===== src/rtl/rst_seq_pkg.sv =====
// rst_seq_pkg: shared state encodings, widths and parameter range check for the reset sequencer
`ifndef RST_SEQ_PKG_SV
`define RST_SEQ_PKG_SV
`define RST_SEQ_RANGE_CHK(lbl, val, lo, hi) \
  if ((val) < (lo) || (val) > (hi)) begin : lbl \
    $error("rst_seq: parameter %0d outside %0d..%0d", (val), (lo), (hi)); \
  end
package rst_seq_pkg;
  typedef enum logic [1:0] {
    ST_ASSERT    = 2'd0,
    ST_WAIT_LOCK = 2'd1,
    ST_RELEASE   = 2'd2,
    ST_DONE      = 2'd3
  } rst_seq_state_e;
  localparam int RST_SEQ_CNT_W = 8;
  localparam int RST_SEQ_IDX_W = 3;
endpackage
`endif


===== src/rtl/rst_sync.sv =====
// rst_sync: async-assert, sync-deassert 2-flop reset synchronizer (active-low in and out)
module rst_sync (
  input  logic clk,
  input  logic rst_n,
  output logic rst_sync_n
);
  logic [1:0] sync_q;
  // shift ones in after rst_n rises; any low level clears both flops at once
  always_ff @(posedge clk or negedge rst_n)
    if (!rst_n) sync_q <= '0;
    else        sync_q <= {sync_q[0], 1'b1};
  assign rst_sync_n = sync_q[1];
endmodule


===== src/rtl/rst_seq.sv =====
// rst_seq: staggered release of NUM_DOM domain resets with lock gating and soft-reset handshake
module rst_seq
  import rst_seq_pkg::*;
#(
  parameter int NUM_DOM    = 4,
  parameter int ASSERT_CYC = 4,
  parameter int STAGE_DLY  = 10
) (
  input  logic               clk,
  input  logic               rst_n,
  input  logic               lock,
  input  logic               soft_req,
  output logic               soft_ack,
  output logic [NUM_DOM-1:0] dom_rst,
  output logic               seq_done
);
  localparam logic [RST_SEQ_CNT_W-1:0] ASSERT_LAST = RST_SEQ_CNT_W'(ASSERT_CYC - 1);
  localparam logic [RST_SEQ_CNT_W-1:0] STAGE_LAST  = RST_SEQ_CNT_W'(STAGE_DLY - 1);
  localparam logic [RST_SEQ_IDX_W-1:0] IDX_LAST    = RST_SEQ_IDX_W'(NUM_DOM - 1);

  `RST_SEQ_RANGE_CHK(chk_num_dom, NUM_DOM, 1, 8)
  `RST_SEQ_RANGE_CHK(chk_assert_cyc, ASSERT_CYC, 1, 255)
  `RST_SEQ_RANGE_CHK(chk_stage_dly, STAGE_DLY, 1, 255)

  logic                     rst_int_n;
  rst_seq_state_e           state_q, state_d;
  logic [RST_SEQ_CNT_W-1:0] cnt_q, cnt_d;
  logic [RST_SEQ_IDX_W-1:0] idx_q, idx_d;
  logic [NUM_DOM-1:0]       dom_q, dom_d, rel_mask;
  logic                     done_q, done_d, ack_q, ack_d, pend_q, pend_d;
  logic                     stage_end, last_dom, restart;

  rst_sync u_rst_sync (
    .clk       (clk),
    .rst_n     (rst_n),
    .rst_sync_n(rst_int_n)
  );

  assign rel_mask  = NUM_DOM'(1) << idx_q;
  assign stage_end = cnt_q == STAGE_LAST;
  assign last_dom  = idx_q == IDX_LAST;
  assign restart   = (state_q == ST_RELEASE && !lock) || (state_q == ST_DONE && (!lock || soft_req));

  // next-state: timed assert, wait for lock, staggered release, hold; lock loss or soft request restarts
  always_comb begin
    state_d = state_q;
    cnt_d   = cnt_q;
    idx_d   = idx_q;
    dom_d   = dom_q;
    done_d  = done_q;
    pend_d  = pend_q;
    ack_d   = 1'b0;
    case (state_q)
      ST_ASSERT: begin
        cnt_d   = (cnt_q == ASSERT_LAST) ? '0 : cnt_q + 1'b1;
        state_d = (cnt_q == ASSERT_LAST) ? ST_WAIT_LOCK : ST_ASSERT;
      end
      ST_WAIT_LOCK: state_d = lock ? ST_RELEASE : ST_WAIT_LOCK;
      ST_RELEASE: if (lock) begin
        cnt_d = stage_end ? '0 : cnt_q + 1'b1;
        if (stage_end) begin
          dom_d = dom_q & ~rel_mask;
          idx_d = idx_q + 1'b1;
        end
        if (stage_end && last_dom) begin
          state_d = ST_DONE;
          done_d  = 1'b1;
          ack_d   = pend_q;
          pend_d  = 1'b0;
        end
      end
      ST_DONE: pend_d = pend_q | soft_req;
      default: ;
    endcase
    if (restart) begin
      state_d = ST_ASSERT;
      cnt_d   = '0;
      idx_d   = '0;
      dom_d   = '1;
      done_d  = 1'b0;
    end
  end

  // sequencer state and registered outputs, forced to reset values by the synchronized reset
  always_ff @(posedge clk or negedge rst_int_n)
    if (!rst_int_n) begin
      state_q <= ST_ASSERT;
      cnt_q   <= '0;
      idx_q   <= '0;
      dom_q   <= '1;
      done_q  <= 1'b0;
      ack_q   <= 1'b0;
      pend_q  <= 1'b0;
    end else begin
      state_q <= state_d;
      cnt_q   <= cnt_d;
      idx_q   <= idx_d;
      dom_q   <= dom_d;
      done_q  <= done_d;
      ack_q   <= ack_d;
      pend_q  <= pend_d;
    end

  assign dom_rst  = dom_q;
  assign seq_done = done_q;
  assign soft_ack = ack_q;
endmodule


===== config.mk =====
export PLATFORM = sky130hd
export DESIGN_NAME = rst_seq
export DESIGN_NICKNAME = d
export VERILOG_FILES = /design/src/rtl/rst_seq_pkg.sv /design/src/rtl/rst_sync.sv /design/src/rtl/rst_seq.sv
export SDC_FILE = /design/constraint.sdc
export NUM_CORES = 1
export LEC_CHECK = 0
export CAP_MARGIN = 30
export CORE_ASPECT_RATIO = 1.25
export CORE_MARGIN = 3
export CORE_UTILIZATION = 59
export CTS_BUF_LIST = sky130_fd_sc_hd__clkbuf_8
export DETAILED_ROUTE_END_ITERATION = 8
export PLACE_DENSITY_LB_ADDON = 0.12
export SLEW_MARGIN = 20
export SYNTH_ARGS = -nofsm -noshare
export SYNTH_HDL_FRONTEND = slang
export SYNTH_SLANG_ARGS = --single-unit
export TNS_END_PERCENT = 10

===== constraint.sdc =====
create_clock -name clk -period 0.8 [get_ports clk]
set_input_delay 0.08 -clock clk [delete_from_list [all_inputs] [get_ports clk]]
set_output_delay 0.08 -clock clk [all_outputs]
set_load 0.02 [all_outputs]

==> results.sh, run 1 <==
export IMPL_yosys_top_cells_area="dfrtp_1 (35%), ha_1 (11%), dfstp_2 (8.2%)"
export IMPL_dieArea_sq_mm=0.00277
export IMPL_cts_root_buf="clkbuf_8"
export IMPL_grt_max_degree=21
export IMPL_synth_cell_type_count=41
export IMPL_wl_per_cell_um=15.8
export IMPL_power_uw=4090
export IMPL_synth_area_sq_mm=0.00128
export IMPL_cp_depth=5
export IMPL_r2r_start="cnt_q[5]$_DFFE_PN0P_"
export IMPL_setup_ws_ns=-1.00
export IMPL_ioPinCount=10
export IMPL_crit_end="state_q[1]$_DFFE_PN0P_"
export IMPL_synth_edf_count=0
export IMPL_rr_worst_depth=5
export IMPL_detail_route_antenna_nets=0
export IMPL_yosysTopAreaCell="dfrtp_1"
export IMPL_gp_congestion=0.826
export IMPL_syn_num_nets=149
export IMPL_ys_warn_count=0
export IMPL_end_kind="register"
export IMPL_grt_pass1_wl_um=5180
export IMPL_fp_row_count=18
export IMPL_hpwl_um=2230
export IMPL_cap_violations=0
export IMPL_avgSynthCellArea_sq_um=9.55
export IMPL_arrival_ns=1.98
export IMPL_antenna_found_initial=0
export IMPL_synthArstFlopShare_pct=100
export IMPL_clk_pin_slew_ns=0.08
export IMPL_synth_seq_cells=22
export IMPL_path_buf_inv=0
export IMPL_via_per_inst=6.01
export IMPL_power_density_mw_per_mm2=2290
export IMPL_fin_cells=202
export IMPL_initial_utilization_pct=63.1
export IMPL_finalHoldViolCount=0
export IMPL_critPathLaunch="cnt_q[5]$_DFFE_PN0P_"
export IMPL_critical_path_required_ns=0.98
export IMPL_rrSetupSlack_ns=-1.00
export IMPL_final_setup_skew_ns=0.00575
export IMPL_finalCritPeriodShare_pct=226
export IMPL_cts_tree="built"
export IMPL_rsz0062_at_grt="yes"
export IMPL_grt_overflow_total=0
export IMPL_grt_usage_pct=25.7
export IMPL_totalWireLength_um=3190
export IMPL_cp_slowest_cell="or4_4"
export IMPL_antenna_cells=0
export IMPL_grt_pass1_vias=1189
export IMPL_worstPathMaxFanout=4
export IMPL_die_w_um=47.7
export IMPL_path_cells="or4_4, nor3_4, nand2_1, a41oi_2, mux2i_1"
export IMPL_hp_class="reg2async"
export IMPL_cts_sinks=22
export IMPL_critPathTopFamily="simple AND/OR/NAND/NOR gates"
export IMPL_path_class="reg2reg"
export IMPL_drt_first_pass_iters=4
export IMPL_cts_buffers=3
export IMPL_drive_above_1_share_pct=39.6
export IMPL_worstReg2RegEnd="state_q[1]$_DFFE_PN0P_"
export IMPL_core_area_sq_mm=0.00203
export IMPL_synth_ff_type="dfrtp_1"
export IMPL_fin_setup_tns_ns=-19.14
export IMPL_io_buffers=9
export IMPL_detail_route_iter0_violations=42
export IMPL_setup_viol=26
export IMPL_vias=1215
export IMPL_netlist_top_cells_count="dfrtp_1 (18), nand2_1 (16), o21ai_0 (12), ha_1 (11), inv_1 (10)"
export IMPL_die_y_um=58.1
export IMPL_cts_path_max_buffers=2
export IMPL_yosysMostFrequentCell="dfrtp_1"
export IMPL_fmax_mhz=554
export IMPL_syn_inst=134
export IMPL_nNetsFinal=198
export IMPL_dp_cells=196
export IMPL_slew_violations=0
export IMPL_critical_path_max_stage_delay_ns=0.58
export IMPL_drc=0
export IMPL_power_leakage_uw=0.000847
export IMPL_syn2layout_area_growth_pct=39.5
export IMPL_yosysTopAreaCellShare_pct=35.2
export IMPL_clock_latency_ns=0.27
export IMPL_finalCriticalPeriod_ns=1.80
export IMPL_yosysSeqAreaShare_pct=43.4
export IMPL_start_kind="register"
export IMPL_status="finished with violations"
export IMPL_failed_checks="setup timing"
export IMPL_ir_drop_uv=2200
export IMPL_htreeDepth=1
[per-stage QoR]
stage	setup slack (ns)	instance area, sq um	utilization [%]	hold slack [ns]
after floorplan	-0.886	1310	-	-0.216
after global placement	-0.929	1670	82.6	0.195
after detailed placement	-0.956	1670	82.6	0.202
after CTS	-0.952	1760	86.8	0.207
after global routing	-1.05	1790	88.1	0.238
final	-1.00	1790	88.1	0.197
[timing repair]
item | in CTS | in global routing
endpoints found under the setup margin | 26 | 26
gates resized for setup | 42 | 7
hold buffers | 1 | 0
hold endpoints to repair | 2 | 0
pin swaps | 6 | 8
buffers inserted | 0 | 1
[logic make-up after synthesis]
group / synth area share, %
compound gates: 18.8
fa+ha+maj: 10.8
buf+inv: 5.08
flops: 43.4
mux: 1.56
other cells: 0.293
simple gates: 20.1
[layout by cell type (no fill, tap or decap), types with 2 or more instances in the layout]
master,Yosys,routed
and4_1,2,2
a21o_1,4,4
inv_1,10,9
o31ai_1,2,2
o22ai_1,2,2
dfstp_2,4,4
a31oi_1,2,2
nand4_1,2,2
clkbuf_8,0,4
nor2_2,0,2
dfrtp_1,18,18
mux2i_1,2,2
a21oi_1,3,3
o21ai_1,0,4
nand3_1,7,7
o21ai_0,12,4
buf_4,2,38
o21ai_2,0,4
nand2b_1,4,4
nand2_1,16,15
buf_2,1,2
nor2_1,7,5
buf_6,0,4
clkdlybuf4s50_1,0,3
ha_1,11,9
[final cells by class]
cell class	count	area, sq um
clock buffer	4	55.1
fill	91	241
inverter	10	37.5
multi-input combinational	97	712
sequential	22	556
tap	20	25.0
timing repair buffer	49	400
[sequential cells by signal, indices dropped and copies added (netlist names)]
register	flops
u_rst_sync.sync_q	2
state_q	2
seq_done	1
soft_ack	1
dom_rst	4
cnt_q	8
idx_q	3
pend_q	1
[where the power goes]
| group | internal, uW | switching (uW) |
|---|---|---|
| combinational | 901 | 841 |
| sequential | 1340 | 201 |
| clock | 439 | 366 |
[how the worst min path moves through the flow]
stage | start | end | cells after the start
3_5_place_dp | u_rst_sync.sync_q[1]$_DFF_PN0_ | state_q[0]$_DFFE_PN0P_ | 1
3_3_place_gp | u_rst_sync.sync_q[1]$_DFF_PN0_ | state_q[0]$_DFFE_PN0P_ | 1
2_1_floorplan | rst_n | u_rst_sync.sync_q[0]$_DFF_PN0_ | 0
6_report | u_rst_sync.sync_q[1]$_DFF_PN0_ | cnt_q[2]$_DFFE_PN0P_ | 1
5_1_grt | u_rst_sync.sync_q[1]$_DFF_PN0_ | state_q[0]$_DFFE_PN0P_ | 1
4_1_cts | u_rst_sync.sync_q[1]$_DFF_PN0_ | cnt_q[2]$_DFFE_PN0P_ | 1
[per-layer routing]
layer	vias to the layer above	GRT usage [%]	share of wire, %
met2	52	46.4	56
met1	576	30.0	38
li1	576	-	-
met5	-	0	0
met3	11	2.80	3.9
met4	0	8.85	2.2
[worst reg2reg max path, cell delays in order, from the launching register on]
cell	delay, ns
dfrtp_1	0.40
or4_4	0.58
nor3_4	0.20
nand2_1	0.10
a41oi_2	0.20
mux2i_1	0.24
Note: power is estimated with default switching activity, not from simulation.
==> run 2: changes to the inputs <==
CORE_UTILIZATION = 50   (was 59)
==> run 2 against run 1 <==
Net effect:
- the flow still finishes with violations (setup timing)
- first-iteration DRC count is 17% lower
- combinational power hardly changed
- sequential share of layout area is 0.17 points lower
- largest cell class unchanged
- clock power is 2% lower
- total power is 0.43% higher
- sequential power hardly changed
- non-clock buffer count is 2 higher
- utilization is 10 points lower
- routed wire length is 2.6% higher
- global-route usage is 1.8 points lower
==> results.sh, run 2 (synthesis results as in run 1) <==
export IMPL_fmax_mhz=553
export IMPL_cts_tree="built"
export IMPL_busiest_layer="met2"
export IMPL_wl_per_cell_um=15.2
export IMPL_gp_congestion=0.822
export IMPL_grt_util_met1_pct=25.6
export IMPL_top_register="cnt_q"
export IMPL_via_per_inst=5.77
export IMPL_largest_reg_flops=8
export IMPL_met2_usage_pct=42.3
export IMPL_cts_path_max_buffers=2
export IMPL_slew_violations=0
export IMPL_setup_viol=26
export IMPL_worstReg2RegEnd="state_q[0]$_DFFE_PN0P_"
export IMPL_rrSetupSlack_ns=-1.01
export IMPL_path_class="reg2reg"
export IMPL_worstPathMaxFanout=4
export IMPL_clock_latency_ns=0.26
export IMPL_grt_max_degree=13
export IMPL_grt_pass1_wl_um=5930
export IMPL_critical_path_required_ns=0.98
export IMPL_finalHoldViolCount=0
export IMPL_critPathTopFamily="simple AND/OR/NAND/NOR gates"
export IMPL_antenna_found_initial=0
export IMPL_layout_commonest_cell="buf_4"
export IMPL_grt_usage_pct=23.9
export IMPL_detail_route_antenna_nets=0
export IMPL_arrival_ns=1.99
export IMPL_totalWireLength_um=3270
export IMPL_path_cells="or4_4, nor3_4, nand2_1, a41oi_2, mux2i_1"
export IMPL_clk_pin_slew_ns=0.08
export IMPL_cts_sinks=22
export IMPL_detail_route_iter0_violations=35
export IMPL_drt_first_pass_iters=4
export IMPL_rr_worst_depth=5
export IMPL_power_uw=4100
export IMPL_critical_path_max_stage_delay_ns=0.58
export IMPL_htreeDepth=1
export IMPL_die_w_um=51.3
export IMPL_power_leakage_uw=0.000846
export IMPL_setup_ws_ns=-1.01
export IMPL_drc=0
export IMPL_failed_checks="setup timing"
export IMPL_grt_pass1_vias=1415
export IMPL_syn2layout_area_growth_pct=40.3
export IMPL_layout_common_cells="buf_4 (41), dfrtp_1 (18), nand2_1 (15)"
export IMPL_status="finished with violations"
export IMPL_ioPinCount=10
export IMPL_hpwl_um=2390
export IMPL_cts_root_buf="clkbuf_8"
export IMPL_ir_drop_uv=2160
export IMPL_cts_buffers=3
export IMPL_dp_cells=208
export IMPL_end_kind="register"
export IMPL_r2r_start="cnt_q[5]$_DFFE_PN0P_"
export IMPL_use_met3_pct=3.34
export IMPL_finalCritPeriodShare_pct=226
export IMPL_drive_above_1_share_pct=39.1
export IMPL_path_buf_inv=0
export IMPL_final_setup_skew_ns=0.00412
export IMPL_core_area_sq_mm=0.00231
export IMPL_nNetsFinal=200
export IMPL_antenna_cells=0
export IMPL_power_density_mw_per_mm2=2290
export IMPL_start_kind="register"
export IMPL_die_y_um=62.6
export IMPL_fp_row_count=19
export IMPL_fin_cells=215
export IMPL_grt_overflow_total=0
export IMPL_dieArea_sq_mm=0.00321
export IMPL_io_buffers=9
export IMPL_finalCriticalPeriod_ns=1.81
export IMPL_vias=1241
export IMPL_hp_class="reg2async"
export IMPL_cp_slowest_cell="or4_4"
export IMPL_cap_violations=0
export IMPL_rsz0062_at_grt="yes"
export IMPL_initial_utilization_pct=55.5
## run 2: cell types whose count changed in the layout (fill, tap and decap cells not counted), sizes merged
cell  before  now
buf       45   47
## run 2: power breakdown
| part | switching [uW] | internal, uW | leakage [uW] |
|---|---|---|---|
| Combinational | 855 | 903 | 0.000542 |
| Sequential | 216 | 1340 | 0.000276 |
| Clock | 353 | 438 | 0.0000288 |
## run 2: metrics by stage
stage / utilization [%] / TNS (ns) / setup slack (ns) / instance area (sq um) / hold WS (ns)
after detailed placement: 73.0 / -20.31 / -0.990 / 1680 / 0.177
after floorplan: - / -16.05 / -0.886 / 1310 / -0.216
final: 77.9 / -19.02 / -1.01 / 1800 / 0.181
after global placement: 73.0 / -19.44 / -0.950 / 1680 / 0.167
after CTS: 77.0 / -18.58 / -0.998 / 1780 / 0.187
after global routing: 77.9 / -20.84 / -1.12 / 1800 / 0.210
## run 2: routing by layer
layer,up-vias,routed length (um),part of all wire (%)
li1,581,-,-
met1,603,1210,37
met2,38,1780,54
met3,19,113,3.5
met4,0,168,5.1
met5,-,0,0
## run 2: worst max-delay path by stage
| stage | end | start | depth (start not counted) | slack, ns |
|---|---|---|---|---|
| final | state_q[0]$_DFFE_PN0P_ | cnt_q[5]$_DFFE_PN0P_ | 5 | -1.01 |
| after detailed placement | dom_rst[1]$_DFFE_PN1P_ | cnt_q[5]$_DFFE_PN0P_ | 5 | -0.99 |
| after global routing | state_q[0]$_DFFE_PN0P_ | cnt_q[5]$_DFFE_PN0P_ | 5 | -1.12 |
| after floorplan | dom_rst[1]$_DFFE_PN1P_ | cnt_q[5]$_DFFE_PN0P_ | 6 | -0.89 |
| after CTS | state_q[0]$_DFFE_PN0P_ | cnt_q[5]$_DFFE_PN0P_ | 5 | -1.0 |
| after global placement | dom_rst[1]$_DFFE_PN1P_ | cnt_q[5]$_DFFE_PN0P_ | 5 | -0.95 |
## run 2: layout make-up
type	instances	area, sq um
Timing Repair Buffer	51	403
Sequential cell	22	556
Fill cell	165	510
Tap cell	31	38.8
Multi-Input combinational cell	97	706
Inverter	10	37.5
Clock buffer	4	55.1
## run 2: what timing repair did
action / in CTS / in global routing
gates resized for setup: 43 / 4
hold endpoints to repair: 2 / 0
pin swaps: 5 / 4
setup buffers: 1 / 1
hold buffers: 1 / 0
setup endpoints to repair: 26 / 26
